## src/rtl/dds_mod_pkg.sv

```systemverilog
// Shared types and constants for the DDS modulation phase generator.
// LFM support in the top level is enabled by defining DDS_MOD_LFM_EN.
package dds_mod_pkg;

    typedef enum logic [1:0] {
        MODE_CW   = 2'd0,
        MODE_BPSK = 2'd1,
        MODE_FSK  = 2'd2,
        MODE_LFM  = 2'd3
    } mode_e;

    typedef enum logic {
        ST_IDLE = 1'b0,
        ST_RUN  = 1'b1
    } state_e;

    // Half-turn phase offset for a phase word of the given width
    function automatic logic [31:0] pi_offset(input int unsigned width);
        return 32'd1 << (width - 1);
    endfunction

endpackage

```

## src/rtl/dds_phase_acc.sv

```systemverilog
// Enable-gated modulo-2^W phase accumulator with synchronous clear and a
// two-way increment select.
module dds_phase_acc #(
    parameter int W = 16
) (
    input  logic         clk,
    input  logic         rst_n,
    input  logic         clr,
    input  logic         en,
    input  logic         sel,
    input  logic [W-1:0] inc0,
    input  logic [W-1:0] inc1,
    output logic [W-1:0] acc
);

    logic [W-1:0] acc_q;
    logic [W-1:0] acc_d;

    always_comb begin
        acc_d = acc_q;
        if (clr) begin
            acc_d = '0;
        end else if (en) begin
            acc_d = acc_q + (sel ? inc1 : inc0);
        end
    end

    always_ff @(posedge clk or negedge rst_n) begin
        if (!rst_n) begin
            acc_q <= '0;
        end else begin
            acc_q <= acc_d;
        end
    end

    assign acc = acc_q;

endmodule

```

## src/rtl/dds_mod_phase_gen.sv

```systemverilog
// AXI-Stream phase-word generator for a DDS compiler: CW, BPSK, 2-FSK and,
// when DDS_MOD_LFM_EN is defined, linear-FM sweeps.
module dds_mod_phase_gen
    import dds_mod_pkg::*;
#(
    parameter int PHASE_W = 16,
    parameter int MSG_W   = 13,
    parameter int CNT_W   = 16
) (
    input  logic               aclk,
    input  logic               aresetn,
    input  logic               start,
    input  logic [1:0]         cfg_mode,
    input  logic [PHASE_W-1:0] cfg_dphase0,
    input  logic [PHASE_W-1:0] cfg_dphase1,
    input  logic [MSG_W-1:0]   cfg_msg,
    input  logic [CNT_W-1:0]   cfg_len,
    output logic               busy,
    output logic               done,
    output logic               cfg_err,
    output logic [PHASE_W-1:0] m_axis_phase_tdata,
    output logic               m_axis_phase_tvalid,
    input  logic               m_axis_phase_tready,
    output logic               m_axis_phase_tlast,
    output logic               m_axis_phase_tuser
);

    localparam int BW = $clog2(MSG_W + 1);
    localparam logic [PHASE_W-1:0] PI_OFS = PHASE_W'(pi_offset(PHASE_W));

    state_e             state_q, state_d;
    mode_e              mode_q, mode_d;
    logic [PHASE_W-1:0] dp0_q, dp0_d;
    logic [PHASE_W-1:0] dp1_q, dp1_d;
    logic [MSG_W-1:0]   msg_q, msg_d;
    logic [CNT_W-1:0]   len_q, len_d;
    logic [CNT_W-1:0]   samp_q, samp_d;
    logic [BW-1:0]      bits_q, bits_d;
    logic               done_q, done_d;
    logic               err_q, err_d;

    logic               run;
    logic               hs;
    logic               bit_end;
    logic               last_beat;
    logic               cur_bit;
    logic               cfg_ok;
    logic               accept;
    logic               acc_sel;
    logic [PHASE_W-1:0] acc_inc0;
    logic [PHASE_W-1:0] acc;

`ifdef DDS_MOD_LFM_EN
    logic [PHASE_W-1:0] inc_q, inc_d;
    assign cfg_ok = (cfg_len != '0);
`else
    assign cfg_ok = (cfg_len != '0) && (cfg_mode != 2'd3);
`endif

    assign run       = (state_q == ST_RUN);
    assign hs        = run && m_axis_phase_tready;
    assign accept    = (state_q == ST_IDLE) && start && cfg_ok;
    assign bit_end   = (samp_q == len_q - CNT_W'(1));
    assign last_beat = bit_end && (bits_q == BW'(1));
    assign cur_bit   = ((mode_q == MODE_BPSK) || (mode_q == MODE_FSK)) && msg_q[0];

    always_comb begin
        state_d = state_q;
        mode_d  = mode_q;
        dp0_d   = dp0_q;
        dp1_d   = dp1_q;
        msg_d   = msg_q;
        len_d   = len_q;
        samp_d  = samp_q;
        bits_d  = bits_q;
        done_d  = 1'b0;
        err_d   = 1'b0;
        unique case (state_q)
            ST_IDLE: begin
                if (start && !cfg_ok) begin
                    err_d = 1'b1;
                end else if (accept) begin
                    state_d = ST_RUN;
                    mode_d  = mode_e'(cfg_mode);
                    dp0_d   = cfg_dphase0;
                    dp1_d   = cfg_dphase1;
                    msg_d   = cfg_msg;
                    len_d   = cfg_len;
                    samp_d  = '0;
                    // CW and LFM run as a single "bit" of cfg_len samples
                    if ((cfg_mode == 2'd1) || (cfg_mode == 2'd2)) begin
                        bits_d = BW'(MSG_W);
                    end else begin
                        bits_d = BW'(1);
                    end
                end
            end
            ST_RUN: begin
                if (hs) begin
                    if (last_beat) begin
                        state_d = ST_IDLE;
                        done_d  = 1'b1;
                    end else if (bit_end) begin
                        samp_d = '0;
                        bits_d = bits_q - BW'(1);
                        msg_d  = msg_q >> 1;
                    end else begin
                        samp_d = samp_q + CNT_W'(1);
                    end
                end
            end
            default: state_d = ST_IDLE;
        endcase
    end

    always_ff @(posedge aclk or negedge aresetn) begin
        if (!aresetn) begin
            state_q <= ST_IDLE;
            mode_q  <= MODE_CW;
            dp0_q   <= '0;
            dp1_q   <= '0;
            msg_q   <= '0;
            len_q   <= '0;
            samp_q  <= '0;
            bits_q  <= '0;
            done_q  <= 1'b0;
            err_q   <= 1'b0;
        end else begin
            state_q <= state_d;
            mode_q  <= mode_d;
            dp0_q   <= dp0_d;
            dp1_q   <= dp1_d;
            msg_q   <= msg_d;
            len_q   <= len_d;
            samp_q  <= samp_d;
            bits_q  <= bits_d;
            done_q  <= done_d;
            err_q   <= err_d;
        end
    end

`ifdef DDS_MOD_LFM_EN
    // Sweep rate register: starts at dphase0, grows by dphase1 per accepted beat
    always_comb begin
        inc_d = inc_q;
        if (accept) begin
            inc_d = cfg_dphase0;
        end else if (hs) begin
            inc_d = inc_q + dp1_q;
        end
    end

    always_ff @(posedge aclk or negedge aresetn) begin
        if (!aresetn) begin
            inc_q <= '0;
        end else begin
            inc_q <= inc_d;
        end
    end

    assign acc_inc0 = (mode_q == MODE_LFM) ? inc_q : dp0_q;
`else
    assign acc_inc0 = dp0_q;
`endif

    // FSK uses dphase1 for a 0 bit; every other mode steps by acc_inc0
    assign acc_sel = (mode_q == MODE_FSK) && !msg_q[0];

    dds_phase_acc #(
        .W (PHASE_W)
    ) u_acc (
        .clk   (aclk),
        .rst_n (aresetn),
        .clr   (accept),
        .en    (hs),
        .sel   (acc_sel),
        .inc0  (acc_inc0),
        .inc1  (dp1_q),
        .acc   (acc)
    );

    assign m_axis_phase_tdata  = run ? (acc + (((mode_q == MODE_BPSK) && msg_q[0]) ? PI_OFS : '0)) : '0;
    assign m_axis_phase_tvalid = run;
    assign m_axis_phase_tlast  = run && last_beat;
    assign m_axis_phase_tuser  = run && cur_bit;
    assign busy                = run;
    assign done                = done_q;
    assign cfg_err             = err_q;

endmodule

```

## config.mk

```make
export PLATFORM = sky130hd
export DESIGN_NAME = dds_mod_phase_gen
export DESIGN_NICKNAME = d
export VERILOG_FILES = /design/src/rtl/dds_mod_pkg.sv /design/src/rtl/dds_phase_acc.sv /design/src/rtl/dds_mod_phase_gen.sv
export SDC_FILE = /design/constraint.sdc
export NUM_CORES = 1
export LEC_CHECK = 0
export BUFFER_PORTS_ARGS = -buffer_cell sky130_fd_sc_hd__buf_4
export CAP_MARGIN = 20
export CORE_UTILIZATION = 50
export DETAILED_ROUTE_END_ITERATION = 16
export PLACE_DENSITY = 0.71
export SLEW_MARGIN = 10
export SYNTH_ARGS = -nofsm -noshare
export SYNTH_HDL_FRONTEND = slang
export SYNTH_SLANG_ARGS = --single-unit
```

## constraint.sdc

```tcl
create_clock -name aclk -period 8.97 [get_ports aclk]
set_clock_uncertainty 0.2 [all_clocks]
set_input_delay 0.4485 -clock aclk [delete_from_list [all_inputs] [get_ports aclk]]
set_output_delay 0.4485 -clock aclk [all_outputs]
set_load 0.02 [all_outputs]
```

## After elaboration in Yosys (flattened, before gate mapping)

Index checks and enable logic that the tools add are counted.

- Latch bits: 0
- Input port bits: 67
- Output and inout bits: 22
- Memories kept: 0
- Bits in read-only memories: 0
- Word-level logic and storage cells: 84
- RAM bits: 0
- Register bits after elaboration: 102

- Div/mod/pow operators: 0
- Eq/ne operators: 12
- Bitwise logic cells: 2
- Reduce and logical (&&, ||, !) cells: 20
- Order comparisons: 0
- Multipliers: 0
- Multiplexer cells: 34
- Shifts and indexed selects: 0
- Add/sub/neg operators: 5

Operators by type and width:

| cell | count |
|---|---|
| $mux 16 | 10 |
| $mux 13 | 5 |
| $add 16x16->16 | 2 |
| $pmux 16 s2 | 1 |
| $pmux 13 s2 | 1 |
| $mux 4 | 6 |
| $add 16x1->16 const B | 1 |
| $eq 16x16->1 | 1 |
| $reduce_bool 16->1 | 1 |
| $sub 16x1->16 const B | 1 |
| $logic_and 1x1->1 | 11 |
| $mux 1 | 9 |
| $ne 2x2->1 const B | 4 |
| $pmux 4 s2 | 1 |
| $reduce_and 5->1 | 1 |
| $eq 2x1->1 const B | 2 |
| $eq 2x2->1 const B | 2 |
| $eq 4x1->1 const B | 1 |
| $ne 2x1->1 const B | 2 |
| $reduce_and 4->1 | 1 |
| $sub 4x1->4 const B | 1 |
| $reduce_and 3->1 | 1 |
| $logic_not 1->1 | 2 |
| $logic_or 1x1->1 | 2 |
| other kinds (3) | 4 |

## Depth between registers and ports, before layout

- Depth in word-level cells: 6
- Gate-level depth with buffers: 16
- Mapped depth without buffers: 15

## By module

Synthesis repeated with hierarchy kept, for this count alone.

- Cell total of the unflattened synthesis: 574
- Area total of the unflattened synthesis: 6,144.6 um2

Modules (own cells, without submodules):

| module | area an instance (um2) | instances | sequential area each (um2) | cells each |
|---|---|---|---|---|
| dds_mod_phase_gen | 4,658.2 | 1 | 2,152.1 | 415 |
| dds_phase_acc | 1,486.4 | 1 | 400.4 | 159 |

## Least setup slack after synthesis

Ideal clock, no wire load.

- Kind: register -> register
- From: reg mode_q[0]
- To: reg u_acc.acc_q[15] (netlist: u_acc.acc[15])
- Required time: 8.639 ns
- Period minus slack after synthesis: 3.889 ns
- Arrival time: 3.557 ns
- Cell stages (with the launch flop): 16
- Path slack: 5.081 ns
- Path buffers: 2
- Library setup time: 0.131 ns
- Cell sequence: dfrtp_1 inv_1 ha_1 nor2b_1 clkbuf_1 clkbuf_1 mux2_2 ha_1 a21oi_1 o211ai_1 a222oi_1 a21oi_1 a41oi_1 nor3_1 a221oi_1 a31oi_1

- Longest elaborated chain between the ends: 6

Ends and longest elaborated chain:

| element | RTL line | text |
|---|---|---|
| start, declared | dds_mod_phase_gen.sv:32 | `mode_e mode_q, mode_d;` |
| start signal, assigned | dds_mod_phase_gen.sv:130 | `mode_q <= mode_d;` |
| $eq 2x2->1 | dds_mod_phase_gen.sv:167 | `assign acc_sel = (mode_q == MODE_FSK) && !msg_q[0];` |
| $logic_and 1x1->1 | dds_mod_phase_gen.sv:167 |  |
| $mux 16 | dds_phase_acc.sv:24 | `acc_d = acc_q + (sel ? inc1 : inc0);` |
| $add 16x16->16 | dds_phase_acc.sv:24 |  |
| $mux 16 | dds_phase_acc.sv:23 | `end else if (en) begin` |
| $mux 16 | dds_phase_acc.sv:21 | `if (clr) begin` |
| end signal, assigned | dds_phase_acc.sv:30 | `acc_q <= '0;` |
| end signal, assigned | dds_phase_acc.sv:32 | `acc_q <= acc_d;` |
| end, declared | dds_phase_acc.sv:16 | `logic [W-1:0] acc_q;` |

No other way between the ends. The select of a mux whose other input is x is not followed.
A chain may end at the register's enable or synchronous reset.

## Final worst setup path

- From: reg len_q[0]
- To: out m_axis_phase_tlast

- Longest elaborated chain between the ends: 4

Ends and longest elaborated chain:

| element | RTL line | text |
|---|---|---|
| start, declared | dds_mod_phase_gen.sv:36 | `logic [CNT_W-1:0] len_q, len_d;` |
| start signal, assigned | dds_mod_phase_gen.sv:134 | `len_q <= len_d;` |
| $sub 16x1->16 | dds_mod_phase_gen.sv:63 | `assign bit_end = (samp_q == len_q - CNT_W'(1));` |
| $eq 16x16->1 | dds_mod_phase_gen.sv:63 |  |
| $logic_and 1x1->1 | dds_mod_phase_gen.sv:64 | `assign last_beat = bit_end && (bits_q == BW'(1));` |
| $logic_and 1x1->1 | dds_mod_phase_gen.sv:184 | `assign m_axis_phase_tlast = run && last_beat;` |
| end, declared | dds_mod_phase_gen.sv:24 | `output logic m_axis_phase_tlast,` |

No other way between the ends.

==> run summary <==
The flow ran to the end, and the final reports show no timing, DRC or antenna violations. A synthesized cell averages 10.3 um2. No sink is reached through more buffers than the 2 on the longest clock path. Among all stages on the critical path, the largest delay is contributed by sky130_fd_sc_hd__nor4b_2. The tightest min-delay check is of the in -> reg type. The number of cells in the design after placement was 833. Once the clock tree was built, the resizer swapped 0 gates to a different size. The number of global-route vias before repair was 4970; the core area was 0.0121 mm2. The number of nets handed over by synthesis was 691. Summing internal, switching and leakage power gives 2.40 mW. Dividing the detail-routed wire length by the instance count gives 16.0 um.

The power per unit of standard cell area works out to 330 mW/mm2. In the final layout, flip-flops and latches occupy 0.00255 mm2. Detailed placement finished with a half-perimeter wire length of 9.97 mm. The maximum resistive drop on vdd was 192 uV; the number of hold violations in the final report was 0. The growth of design area from synthesis to finish was 17.5%; the count of nets after finishing was 767.

The die extent in y works out to 113 um. In this run the worst path has a maximum fanout of 12. The logs give 0.851 for the routability congestion estimate and 0 for the count of pins over their slew limit.

The synthesized netlist occupies a cell area of 0.00620 mm2. Traced cell by cell, the critical path runs through inv_1 -> ha_1 -> nor4b_2 -> nand3_1 -> o211ai_1 -> o21ai_0 -> nor4b_4 -> nand2_1 -> nor3_1 -> buf_4. The first TritonRoute pass finished after 5 iterations.

The headroom to the max-slew limit is 0.341. In this design, the stage delay of the slowest critical-path cell is 820 ps. The share of async-settable or async-resettable flops after synthesis came out at 1.00.

The initial core utilization was 0.514. The total number of H-tree levels was 3. For the arrival time at the worst endpoint, the log shows 3750 ps. The number of clock buffers added by TritonCTS is 9. The floorplan step defined a die boundary enclosing 0.0129 mm2. The final setup violation count was 0; the horizontal die dimension was 113 um. The detail route stage leaves a number of antenna-violating nets equal to 0.

The cell sitting at the root of the clock tree is a sky130_fd_sc_hd__clkbuf_16. The flop and latch count out of synthesis is 102. During synthesis, Yosys emitted a total of 0 warnings.

The highest attainable clock frequency came out at 227 MHz. Once the clock tree was built, the setup fixing pass inserted 0 buffers. The worst setup path is captured at an output pin.

The ratio of final minimum period to clock period was 0.490. CTS saw 102 sinks. The fraction of the yosys area taken by sequential cells was 0.412; the aggregate negative setup slack was 0 ps.

Yosys mapped a number of flops with a built-in enable equal to 0. For the pin with the worst max-slew slack, the measured transition is 986 ps. The tools report the wire length reported by the detailed router as 13.6 mm. Summing all multi-input logic gate instances after layout gives 0.00342 mm2. The remaining routing DRC violations was 0; the quantity of I/O buffers inserted on ports was 88. The worst setup path is launched from a flip-flop. Yosys mapped the design onto 68 distinct sky130hd cell types. The clock period minus worst slack is 4400 ps. Setup repair after global routing left no endpoint under its margin.

The type of the setup path with the least slack was reg -> out. The first-pass GRT wire length is 23.4 mm. Counting the fill cells in the layout gives 1049. The initial antenna violation count came out at 0. The fraction of the core area covered by cells at the end of the flow came out at 0.604. For this design the top-level I/O count stands at 89. Across all hold checks on the routed design, the worst slack comes to 124 ps.

After floorplanning, the core was divided into 40 placement rows. For the worst setup path, the data required time is 8320 ps. The clock-pin transition on the worst setup and hold timing paths works out to 70 ps.

The share of final-layout standard cells stronger than drive strength 1 works out to 0.313. The non-filler instance count after layout was 848; the detail-routed via count per cell was 5.67. The repair_antennas step left the layout with diodes totalling 0.

The first routing iteration left 200 violations. The tools report the count of vias placed by the detailed router as 4805. The standby leakage power was 3.28 nW.

The most used flip-flop cell after synthesis is sky130_fd_sc_hd__dfrtp_1. The all-layer global routing usage was 0.231. The logs give 601 for the post-synthesis cell count and 1 for the number of buffers inserted for hold repair after clock tree synthesis. Summed over all layers, the global routing overflow is 0. The pin count of the biggest net entering global routing is 56. TritonCTS built the clock tree. Across the run, the number of max-cap violations was 0.

The later pin in the worst-skew pair is clocked with a latency of 350 ps.
[Yosys cell counts (all sizes together), types with 7 or more instances]
cell,count,area share
a21oi,23,0.020
a31oi,7,0.0071
and2,15,0.015
and3,10,0.010
buf,7,0.0089
clkbuf,22,0.013
dfrtp,102,0.41
ha,22,0.044
inv,26,0.016
mux2,90,0.17
mux2i,8,0.013
nand2,38,0.023
nand3,34,0.027
nand4,7,0.0071
nor2,30,0.021
nor3,11,0.012
nor4,7,0.0081
o21ai,34,0.027
xnor2,17,0.024
xor2,15,0.021
[area by class of cell]
cell class	count	share of cell area
Multi-Input combinational cell	444	0.469
Timing Repair Buffer	94	0.0972
Tap cell	168	0.0289
Clock buffer	11	0.0347
Inverter	26	0.0134
Sequential cell	102	0.350
Clock inverter	3	0.00601
[power breakdown]
group          switching [mW]  internal [mW]  total [mW]  leakage [nW]
combinational           0.597          0.606        1.20          1.89
sequential              0.156          0.644       0.801          1.24
clock                   0.169          0.229       0.398         0.148
total                   0.923           1.48        2.40          3.28
[state kept, by name, summed over array words and instances, names as in the netlist, 2 cells and up]
register and flops:
acc_inc0 16, dp1_q 16, len_q 16, samp_q 16, u_acc.acc 16, msg_q 13, bits_q 4, mode_q 2
[cells by family (layout without fill, tap and decap cells)]
kind of cell    Yosys count  after routing  synth area share
buf+inv                  55            134            0.0379
simple gates            183            183             0.165
mux                      98             98             0.180
fa+ha+maj                24             24            0.0492
flops                   102            102             0.412
compound gates          107            107             0.111
xor+xnor                 32             32            0.0452
[stage by stage]
stage                     instance area, um2  setup slack (ps)
after CTS                               7280              4520
after global routing                    7280              4240
final                                   7280              4570
after global placement                  6980              5060
after floorplan                         6200              5080
after detailed placement                6980              4860
[final timing paths]
kind	from	endpoint	slack, ps	depth (start not counted)
worst max-delay path	len_q[0]	m_axis_phase_tlast	4570	10
worst min-delay path	cfg_dphase0[11]	acc_inc0[11]	120	2
worst max register to register	len_q[0]	msg_q[7]	4820	10
worst min register to register	acc_inc0[7]	acc_inc0[7]	300	1
max in group asynchronous	aresetn	acc_inc0[13]	6980	3
min in group asynchronous	aresetn	msg_q[6]	450	2
[routing by layer]
metal	share of wire	vias up	GRT usage
li1	-	2316	-
met1	0.43	2346	0.281
met2	0.50	109	0.398
met3	0.034	34	0.0402
met4	0.031	0	0.108
met5	0	-	0
[worst max-delay path: cells and delay by family (launching register included)]
kind            cells  cell delay (ps)
compound gates      2              440
fa+ha+maj           1              200
buf+inv             2              270
flops               1              430
simple gates        5             2050
[cells in the final DEF, fill, tap and decap left out, types with 9 or more instances in the layout]
cell type,instances
sky130_fd_sc_hd__a21oi_1,22
sky130_fd_sc_hd__and2_1,15
sky130_fd_sc_hd__and3_1,10
sky130_fd_sc_hd__buf_4,93
sky130_fd_sc_hd__clkbuf_16,9
sky130_fd_sc_hd__dfrtp_1,102
sky130_fd_sc_hd__ha_1,22
sky130_fd_sc_hd__inv_1,25
sky130_fd_sc_hd__mux2_2,84
sky130_fd_sc_hd__nand2_1,38
sky130_fd_sc_hd__nand3_1,33
sky130_fd_sc_hd__nor2_1,29
sky130_fd_sc_hd__o21ai_0,31
sky130_fd_sc_hd__xnor2_1,17
sky130_fd_sc_hd__xor2_1,15
Power figures use the tool's default switching activity.
